<file path="src/rtl/multicycle_cpu.sv">
// Multi-cycle CPU core: register file, flagged ALU and synchronous data
// memory sequenced by a FETCH/EXEC/MEM/WB/HALT state machine.
module multicycle_cpu #(
    parameter int DATA_WIDTH = 8,
    parameter int ADDR_BITS = 5,
    parameter int REG_BITS = 2,
    localparam int INSTR_WIDTH = 4 + 2 * REG_BITS + DATA_WIDTH
) (
    input  logic                   clk,
    input  logic                   rst,
    input  logic [INSTR_WIDTH-1:0] instruction,
    input  logic                   instr_valid,
    output logic                   instr_ready,
    output logic [DATA_WIDTH-1:0]  result,
    output logic                   result_valid,
    output logic                   zero_flag,
    output logic                   carry_flag,
    output logic                   illegal,
    output logic                   halted,
    input  logic [REG_BITS-1:0]    dbg_sel,
    output logic [DATA_WIDTH-1:0]  dbg_data
);

    typedef enum logic [2:0] {
        FETCH, EXEC, MEM, WB, HALT
    } state_t;

    localparam logic [3:0] OP_ADD  = 4'd1;
    localparam logic [3:0] OP_SUB  = 4'd2;
    localparam logic [3:0] OP_AND  = 4'd3;
    localparam logic [3:0] OP_OR   = 4'd4;
    localparam logic [3:0] OP_XOR  = 4'd5;
    localparam logic [3:0] OP_ADDI = 4'd6;
    localparam logic [3:0] OP_LDI  = 4'd7;
    localparam logic [3:0] OP_LD   = 4'd8;
    localparam logic [3:0] OP_ST   = 4'd9;
    localparam logic [3:0] OP_SHL  = 4'd10;
    localparam logic [3:0] OP_SHR  = 4'd11;
    localparam logic [3:0] OP_HALT = 4'd15;

    state_t state, state_next;

    logic [INSTR_WIDTH-1:0] ir;
    logic [DATA_WIDTH-1:0]  regs [2**REG_BITS];
    logic [DATA_WIDTH-1:0]  mem  [2**ADDR_BITS];
    logic [DATA_WIDTH-1:0]  alu_q, mem_q, result_q, wb_val;
    logic [DATA_WIDTH-1:0]  alu_y, a, b;
    logic [DATA_WIDTH:0]    wide;
    logic                   alu_c, alu_cy;

    logic [3:0]            op;
    logic [REG_BITS-1:0]   rd, rs;
    logic [DATA_WIDTH-1:0] imm;
    logic                  is_alu, is_bad;

    assign op  = ir[INSTR_WIDTH-1 -: 4];
    assign rd  = ir[INSTR_WIDTH-5 -: REG_BITS];
    assign rs  = ir[DATA_WIDTH +: REG_BITS];
    assign imm = ir[DATA_WIDTH-1:0];

    assign is_alu = op inside {[4'd1:4'd6], OP_SHL, OP_SHR};
    assign is_bad = op inside {[4'd12:4'd14]};
    assign a = regs[rd];
    assign b = regs[rs];

    always_ff @(posedge clk) begin
        if (rst) state <= FETCH;
        else     state <= state_next;
    end

    always_comb begin
        state_next = state;
        case (state)
            FETCH: if (instr_valid) state_next = EXEC;
            EXEC: begin
                if (is_alu || op == OP_LDI)        state_next = WB;
                else if (op == OP_LD || op == OP_ST) state_next = MEM;
                else if (op == OP_HALT)             state_next = HALT;
                else                                state_next = FETCH;
            end
            MEM:     state_next = (op == OP_LD) ? WB : FETCH;
            WB:      state_next = FETCH;
            HALT:    state_next = HALT;
            default: state_next = FETCH;
        endcase
    end

    // Reset in flight suppresses the pulses of the aborted instruction.
    always_comb begin
        instr_ready  = (state == FETCH);
        halted       = (state == HALT);
        result_valid = (state == WB) && !rst;
        illegal      = (state == EXEC) && is_bad && !rst;
        result       = result_valid ? wb_val : result_q;
    end

    always_comb begin
        wide   = '0;
        alu_y  = '0;
        alu_cy = 1'b0;
        case (op)
            OP_ADD: begin
                wide   = {1'b0, a} + {1'b0, b};
                alu_y  = wide[DATA_WIDTH-1:0];
                alu_cy = wide[DATA_WIDTH];
            end
            OP_SUB: begin
                wide   = {1'b0, a} - {1'b0, b};
                alu_y  = wide[DATA_WIDTH-1:0];
                alu_cy = wide[DATA_WIDTH];
            end
            OP_AND: alu_y = a & b;
            OP_OR:  alu_y = a | b;
            OP_XOR: alu_y = a ^ b;
            OP_ADDI: begin
                wide   = {1'b0, b} + {1'b0, imm};
                alu_y  = wide[DATA_WIDTH-1:0];
                alu_cy = wide[DATA_WIDTH];
            end
            OP_LDI: alu_y = imm;
            OP_SHL: begin
                alu_y  = {b[DATA_WIDTH-2:0], 1'b0};
                alu_cy = b[DATA_WIDTH-1];
            end
            OP_SHR: begin
                alu_y  = {1'b0, b[DATA_WIDTH-1:1]};
                alu_cy = b[0];
            end
            default: ;
        endcase
    end

    assign wb_val = (op == OP_LD) ? mem_q : alu_q;

    always_ff @(posedge clk) begin
        if (rst) begin
            ir         <= '0;
            alu_q      <= '0;
            alu_c      <= 1'b0;
            result_q   <= '0;
            zero_flag  <= 1'b0;
            carry_flag <= 1'b0;
            for (int i = 0; i < 2**REG_BITS; i++) regs[i] <= '0;
        end else begin
            if (state == FETCH && instr_valid) ir <= instruction;
            if (state == EXEC) begin
                alu_q <= alu_y;
                alu_c <= alu_cy;
            end
            if (state == WB) begin
                regs[rd] <= wb_val;
                result_q <= wb_val;
                if (is_alu) begin
                    zero_flag  <= (wb_val == '0);
                    carry_flag <= alu_c;
                end
            end
        end
    end

    // Memory contents survive reset; only the access is suppressed.
    always_ff @(posedge clk) begin
        if (!rst && state == MEM) begin
            if (op == OP_ST) mem[imm[ADDR_BITS-1:0]] <= b;
            mem_q <= mem[imm[ADDR_BITS-1:0]];
        end
    end

    assign dbg_data = regs[dbg_sel];

endmodule

</file>
<file path="config.mk">
export PLATFORM = sky130hd
export DESIGN_NAME = multicycle_cpu
export DESIGN_NICKNAME = d
export VERILOG_FILES = /design/src/rtl/multicycle_cpu.sv
export SDC_FILE = /design/constraint.sdc
export NUM_CORES = 1
export LEC_CHECK = 0
export ABC_AREA = 0
export BUFFER_PORTS_ARGS = -buffer_cell sky130_fd_sc_hd__buf_2
export CORE_MARGIN = 2
export CORE_UTILIZATION = 40
export DETAILED_ROUTE_END_ITERATION = 8
export GPL_ROUTABILITY_DRIVEN = 0
export GPL_TIMING_DRIVEN = 0
export PLACE_DENSITY = 0.53
export SLEW_MARGIN = 20
export SYNTH_ARGS = -nofsm -noshare
export SYNTH_HDL_FRONTEND = slang
export SYNTH_SLANG_ARGS = --single-unit
</file>
<file path="constraint.sdc">
create_clock -name clk -period 4.65 [get_ports clk]
set_input_delay 0.465 -clock clk [delete_from_list [all_inputs] [get_ports clk]]
set_output_delay 0.465 -clock clk [all_outputs]
set_load 0.05 [all_outputs]
</file>
Word level (Yosys, flattened, before mapping)

Memory sizes are Yosys's and may differ from the RTL's. A register that Yosys moved wholly into a read port is not among the register bits.
Cells that the tools add are included.

Flip-flop bits (word level): 38
RAM bits: 288
Word-level logic and storage cells: 76
ROM bits: 0
Input port bits: 21
Memories kept: 2
Latch bits: 0

Memory list:

| memory | depth | bits a word | rd ports | clocked after Yosys merged registers in | wr ports | line | RTL |
|---|---|---|---|---|---|---|---|
| mem    | 32    | 8           | 1        | 1                                       | 1        | 45   | `logic [DATA_WIDTH-1:0] mem [2**ADDR_BITS];` |
| regs   | 4     | 8           | 3        | 2                                       | 4        | 44   | `logic [DATA_WIDTH-1:0] regs [2**REG_BITS];` |

Reductions and logical operators: 15
$add $sub $neg: 3
Eq/ne operators: 17
$lt $le $gt $ge: 4
Shift operators: 0
Mux-type cells: 25
Divide/modulo/power cells: 0
Multiply operators: 0
Bitwise gates (word level): 3

Operator list:

| kind                                                                                | number |
|---|---|
| 8-bit one-hot mux with 9 select lines                                               | 1 |
| 8-bit two-way mux                                                                   | 3 |
| 4-bit == test, second input constant                                                | 5 |
| 8-bit by 8-bit adder with 9-bit output                                              | 2 |
| 4-bit by 3-bit == test with 1-bit output, second input constant                     | 4 |
| 2-bit two-way mux                                                                   | 6 |
| 3-bit two-way mux                                                                   | 4 |
| 3-bit one-hot mux with 4 select lines                                               | 1 |
| 1-bit two-way mux                                                                   | 9 |
| 8-bit by 8-bit subtractor with 9-bit output                                         | 1 |
| 8-bit AND                                                                           | 1 |
| 4-bit by 2-bit == test with 1-bit output, second input constant                     | 2 |
| 8-bit logical NOT                                                                   | 1 |
| 8-bit OR                                                                            | 1 |
| 8-bit OR reduction                                                                  | 1 |
| 8-bit bitwise XOR                                                                   | 1 |
| 1-bit logical AND                                                                   | 7 |
| 3-bit by 2-bit == test with 1-bit output, second input constant                     | 2 |
| 1-bit one-hot mux with 5 select lines                                               | 1 |
| 4-bit by 1-bit == test with 1-bit output, second input constant                     | 1 |
| 4-bit by 1-bit greater-or-equal comparator with 1-bit output, second input constant | 1 |
| 4-bit greater-or-equal comparator, second input constant                            | 1 |
| 4-bit by 3-bit less-or-equal comparator with 1-bit output, second input constant    | 1 |
| 4-bit less-or-equal comparator, second input constant                               | 1 |
| 8 further kinds                                                                     | 9 |

Depth between registers and ports, before layout

Depth in word-level cells: 6
Mapped depth: 12
Gate-level depth less buffers: 11

Worst setup path after synthesis

No wires, ideal clock.

Kind: reg-to-reg
Start point: register (tool-made name)
End point: register alu_q[7]
Path slack: 1.682 ns
Library setup time: 0.129 ns
Data required time: 4.521 ns
Stages on the path, launching flop included: 10
Arrival: 2.838 ns
Path through: dfxtp_1 > buf_2 > mux4_2 > ha_1 > and3_1 > a2111oi_0 > a21oi_1 > xor2_1 > nand2_1 > a31oi_1

RTL lines:

| element              | line | RTL |
|---|---|---|
| to (signal assigned) | 147  | `alu_q <= alu_y;` |
| to (decl)            | 46   | `logic [DATA_WIDTH-1:0] alu_q, mem_q, result_q, wb_val;` |

==> results.txt <==
Register bit count reported by yosys = 338
WS Path Type = reg2reg
Mapped Nets = 1,058
FF-to-FF path depth = 10
Kind of start point of the critical path = register
PostCTS Resize Cnt = 0
Maximum ir drop on the vdd rail = 0.000291 V
Most common flop cell mapped by yosys = sky130_fd_sc_hd__edfxtp_1
CTS tree = built
Via count of the first global-routing pass = 9,007
Cell area after synthesis = 0.0152 mm2
Initial antenna violation count = 0
Min cycle time layout = 3.93 ns
Fraction of layout instances using a drive strength above 1 = 18.5%
Chip Width = 199 um
Cell with the most instances after synthesis = sky130_fd_sc_hd__edfxtp_1
Portion of total power attributed to sequential cells = 48.0%
Final Routed Wirelength = 41,100 um
Number of flops mapped to enable cells by yosys = 296
Router iterations before antenna repair = 5
Number of design-rule violations left by the first detailed-router iteration = 764
Residual overflow from global routing = 0
Logic gate share of total power = 11.7%
Switching part of the total power = 25.0%
Clock Root Buffer = sky130_fd_sc_hd__clkbuf_16
Via count = 9,134
Compound-gate portion of the synthesized area = 7.68%
CP Data Arrival Time = 4.38 ns
Via-to-Cell Ratio = 5.63
Total power per unit cell area = 411 mW/mm2
Critical Path Fanout Max = 37
Asr flop ratio synth = 0%
Post-Syn Instances = 1,002
Number of synthesis warnings = 0
Final-report setup violation count = 0
CTS clk-pin slew, worst paths = 0.06 ns
Reg-to-Reg End = alu_c$_SDFFE_PP0N_
CTS Buffer Depth = 3
Number of diodes = 0
Buffers on Ports = 39
Post-route setup slack = 0.718 ns
I/O pin count = 43
Antenna viol nets, final = 0
Die area = 0.0396 mm2
Worst min-delay path class = in2reg
RSZ-0062 raised after global routing = no
Cells taking the most area after synthesis = sky130_fd_sc_hd__edfxtp_1, sky130_fd_sc_hd__mux4_2, sky130_fd_sc_hd__dfxtp_1
Largest net degree at the start of global routing = 39
Post-DR wirelength/cell = 25.3 um
Fraction of synthesized cell area taken by the top area cell type = 58.5%
Cell taking the most area after synthesis = sky130_fd_sc_hd__edfxtp_1
Final Max Slew Viols = 0
Synth Area in Simple Gates = 7.68%
Quantity of hold-fixing buffers added after cts = 0
Run status = completed
Total DRC errors in the routed layout = 0
Worst hold margin = 0.165 ns
Fraction of the yosys area taken by sequential cells = 64.0%
Relative area change from synthesis to final layout = 13.2%
Highest achievable clock rate = 254 MHz
Final-stage net count = 1,138
Clock tree sinks = 338
Max-slew headroom = 31.4%
Lkg Pwr = 0.00572 uW
Fin crit share = 84.6%
Largest clock skew in the final design = 0.00962 ns
Crit. End Element = register
Area share of fa/ha/maj cells after synthesis = 3.03%
Worst setup slack before clock tree synthesis = 0.817 ns
Parity-gate share of the synthesized area counting xor and xnor cells = 0.404%
Final hold violation count = 0
Mapped Avg Cell Area = 15.2 um2
Clock latency on the worst-skew pair = 0.54 ns
Slack of the worst reg-to-reg path = 0.72 ns
Number of unique standard cell types used by synthesis = 67
Final HPWL DP = 27,100 um
Buffers inserted during post-CTS setup optimization = 0
Effective utilization at floorplan = 40.4%
Number of violations of the max-capacitance limit = 0
CTS HTree Levels = 2
Commonest cells post-synth = sky130_fd_sc_hd__edfxtp_1, sky130_fd_sc_hd__nor2_1, sky130_fd_sc_hd__mux4_2
Cell Rows = 71
Dominant combinational cell family by area after synthesis = multiplexers
Height of the die = 199 um
Required @ worst endpoint = 5.09 ns
Net switching power of the design = 1770 uW
Measured slew at the worst slew-check pin = 1.03 ns
Core Area = 0.0376 mm2
All-layer global routing usage = 21.3%
Cell internal pwr = 5310 uW
Post-route setup TNS = 0 ns
Destination of the critical timing path = alu_c$_SDFFE_PP0N_
Portion of total power attributed to the clock network = 40.3%
Share of cell area taken by muxes after synthesis = 14.8%
First-pass GRT wire length = 59,800 um
Number of CTS-inserted buffers = 38
[power groups by stage]
stage | logic [uW] | registers, uW | clock network [uW]
finish | 827 | 3400 | 2850
global route | 888 | 3400 | 3030
CTS | 829 | 3400 | 2910
detailed placement | 825 | 3460 | 0
global placement | 820 | 3460 | 0
floorplan | 560 | 3450 | 0
[per-layer routing]
layer | up-vias | GRT usage, % | wire length, um
met1 | 4656 | 29.2 | 17600
met4 | 0 | 7.38 | 1200
met3 | 68 | 3.53 | 2560
met5 | - | 0 | 0
met2 | 315 | 34.7 | 19700
li1 | 4095 | - | -
[critical path, stage by stage, from the launching register on]
cell,delay [ns]
sky130_fd_sc_hd__dfxtp_1,0.30
sky130_fd_sc_hd__buf_1,0.47
sky130_fd_sc_hd__mux4_2,0.95
sky130_fd_sc_hd__inv_1,0.38
sky130_fd_sc_hd__fa_1,0.55
sky130_fd_sc_hd__nor2b_1,0.17
sky130_fd_sc_hd__o31a_1,0.21
sky130_fd_sc_hd__o31ai_1,0.11
sky130_fd_sc_hd__a21oi_1,0.26
sky130_fd_sc_hd__a41oi_1,0.10
sky130_fd_sc_hd__a311oi_1,0.31
[area by class of cell]
type	count	area, um2
buffer	56	249
clock buffer	52	1020
clock inverter	17	135
fill	3341	20400
inverter	30	113
multi-input combinational	578	5110
sequential	338	9730
tap	511	639
timing repair buffer	40	200
[cell usage in the layout (no fill, tap or decap), drive strengths merged, types with 11 or more instances in the layout]
cell,netlist,final
edfxtp,296,296
dfxtp,42,42
inv,30,31
a21oi,44,44
nor3,12,12
nand4,11,11
mux2i,15,15
nor2,105,105
nand2,64,64
buf,20,60
a21o,21,21
o21ai,23,23
mux4,88,88
a22oi,38,38
nand3,13,13
clkbuf,36,88
ha,32,32
clkinv,0,14
[flip-flops by register name (all words and copies together) (netlist names), 3 cells and up, named ones only]
signal    cells
mem_q         8
alu_q         8
result_q      8
ir           16
state         3
mem         256
regs         32
[stage by stage]
stage | total power (uW) | utilization, % | cell area [um2] | instances
6_report | 7080 | 45.8 | 17200 | 1622
5_1_grt | 7320 | 45.8 | 17200 | 1622
3_3_place_gp | 4280 | 42.6 | 16000 | 1552
4_1_cts | 7140 | 45.8 | 17200 | 1622
3_5_place_dp | 4290 | 42.7 | 16000 | 1553
2_1_floorplan | 4010 | - | 15200 | 1002
[cell families after synthesis]
family	Yosys count
adder cells (fa/ha/maj)	35
flip-flops	338
XOR/XNOR	7
AO/OA/AOI/OAI	175
buffers and inverters	86
AND/OR/NAND/NOR	256
multiplexers	105
[how the worst min path moves through the flow]
stage | startpoint | endpoint | slack, ns | cells after the start
3_5_place_dp | result_q[1]$_SDFFE_PP0N_ | result_q[1]$_SDFFE_PP0N_ | 0.44 | 1
6_report | instruction[13] | ir[13]$_SDFFE_PP0P_ | 0.17 | 3
4_1_cts | instruction[15] | ir[15]$_SDFFE_PP0P_ | 0.13 | 3
5_1_grt | instruction[12] | ir[12]$_SDFFE_PP0P_ | 0.17 | 3
3_3_place_gp | result_q[3]$_SDFFE_PP0N_ | result_q[3]$_SDFFE_PP0N_ | 0.43 | 1
2_1_floorplan | result_q[0]$_SDFFE_PP0N_ | result_q[0]$_SDFFE_PP0N_ | 0.43 | 1
No activity file was read; power rests on OpenSTA's default activity.
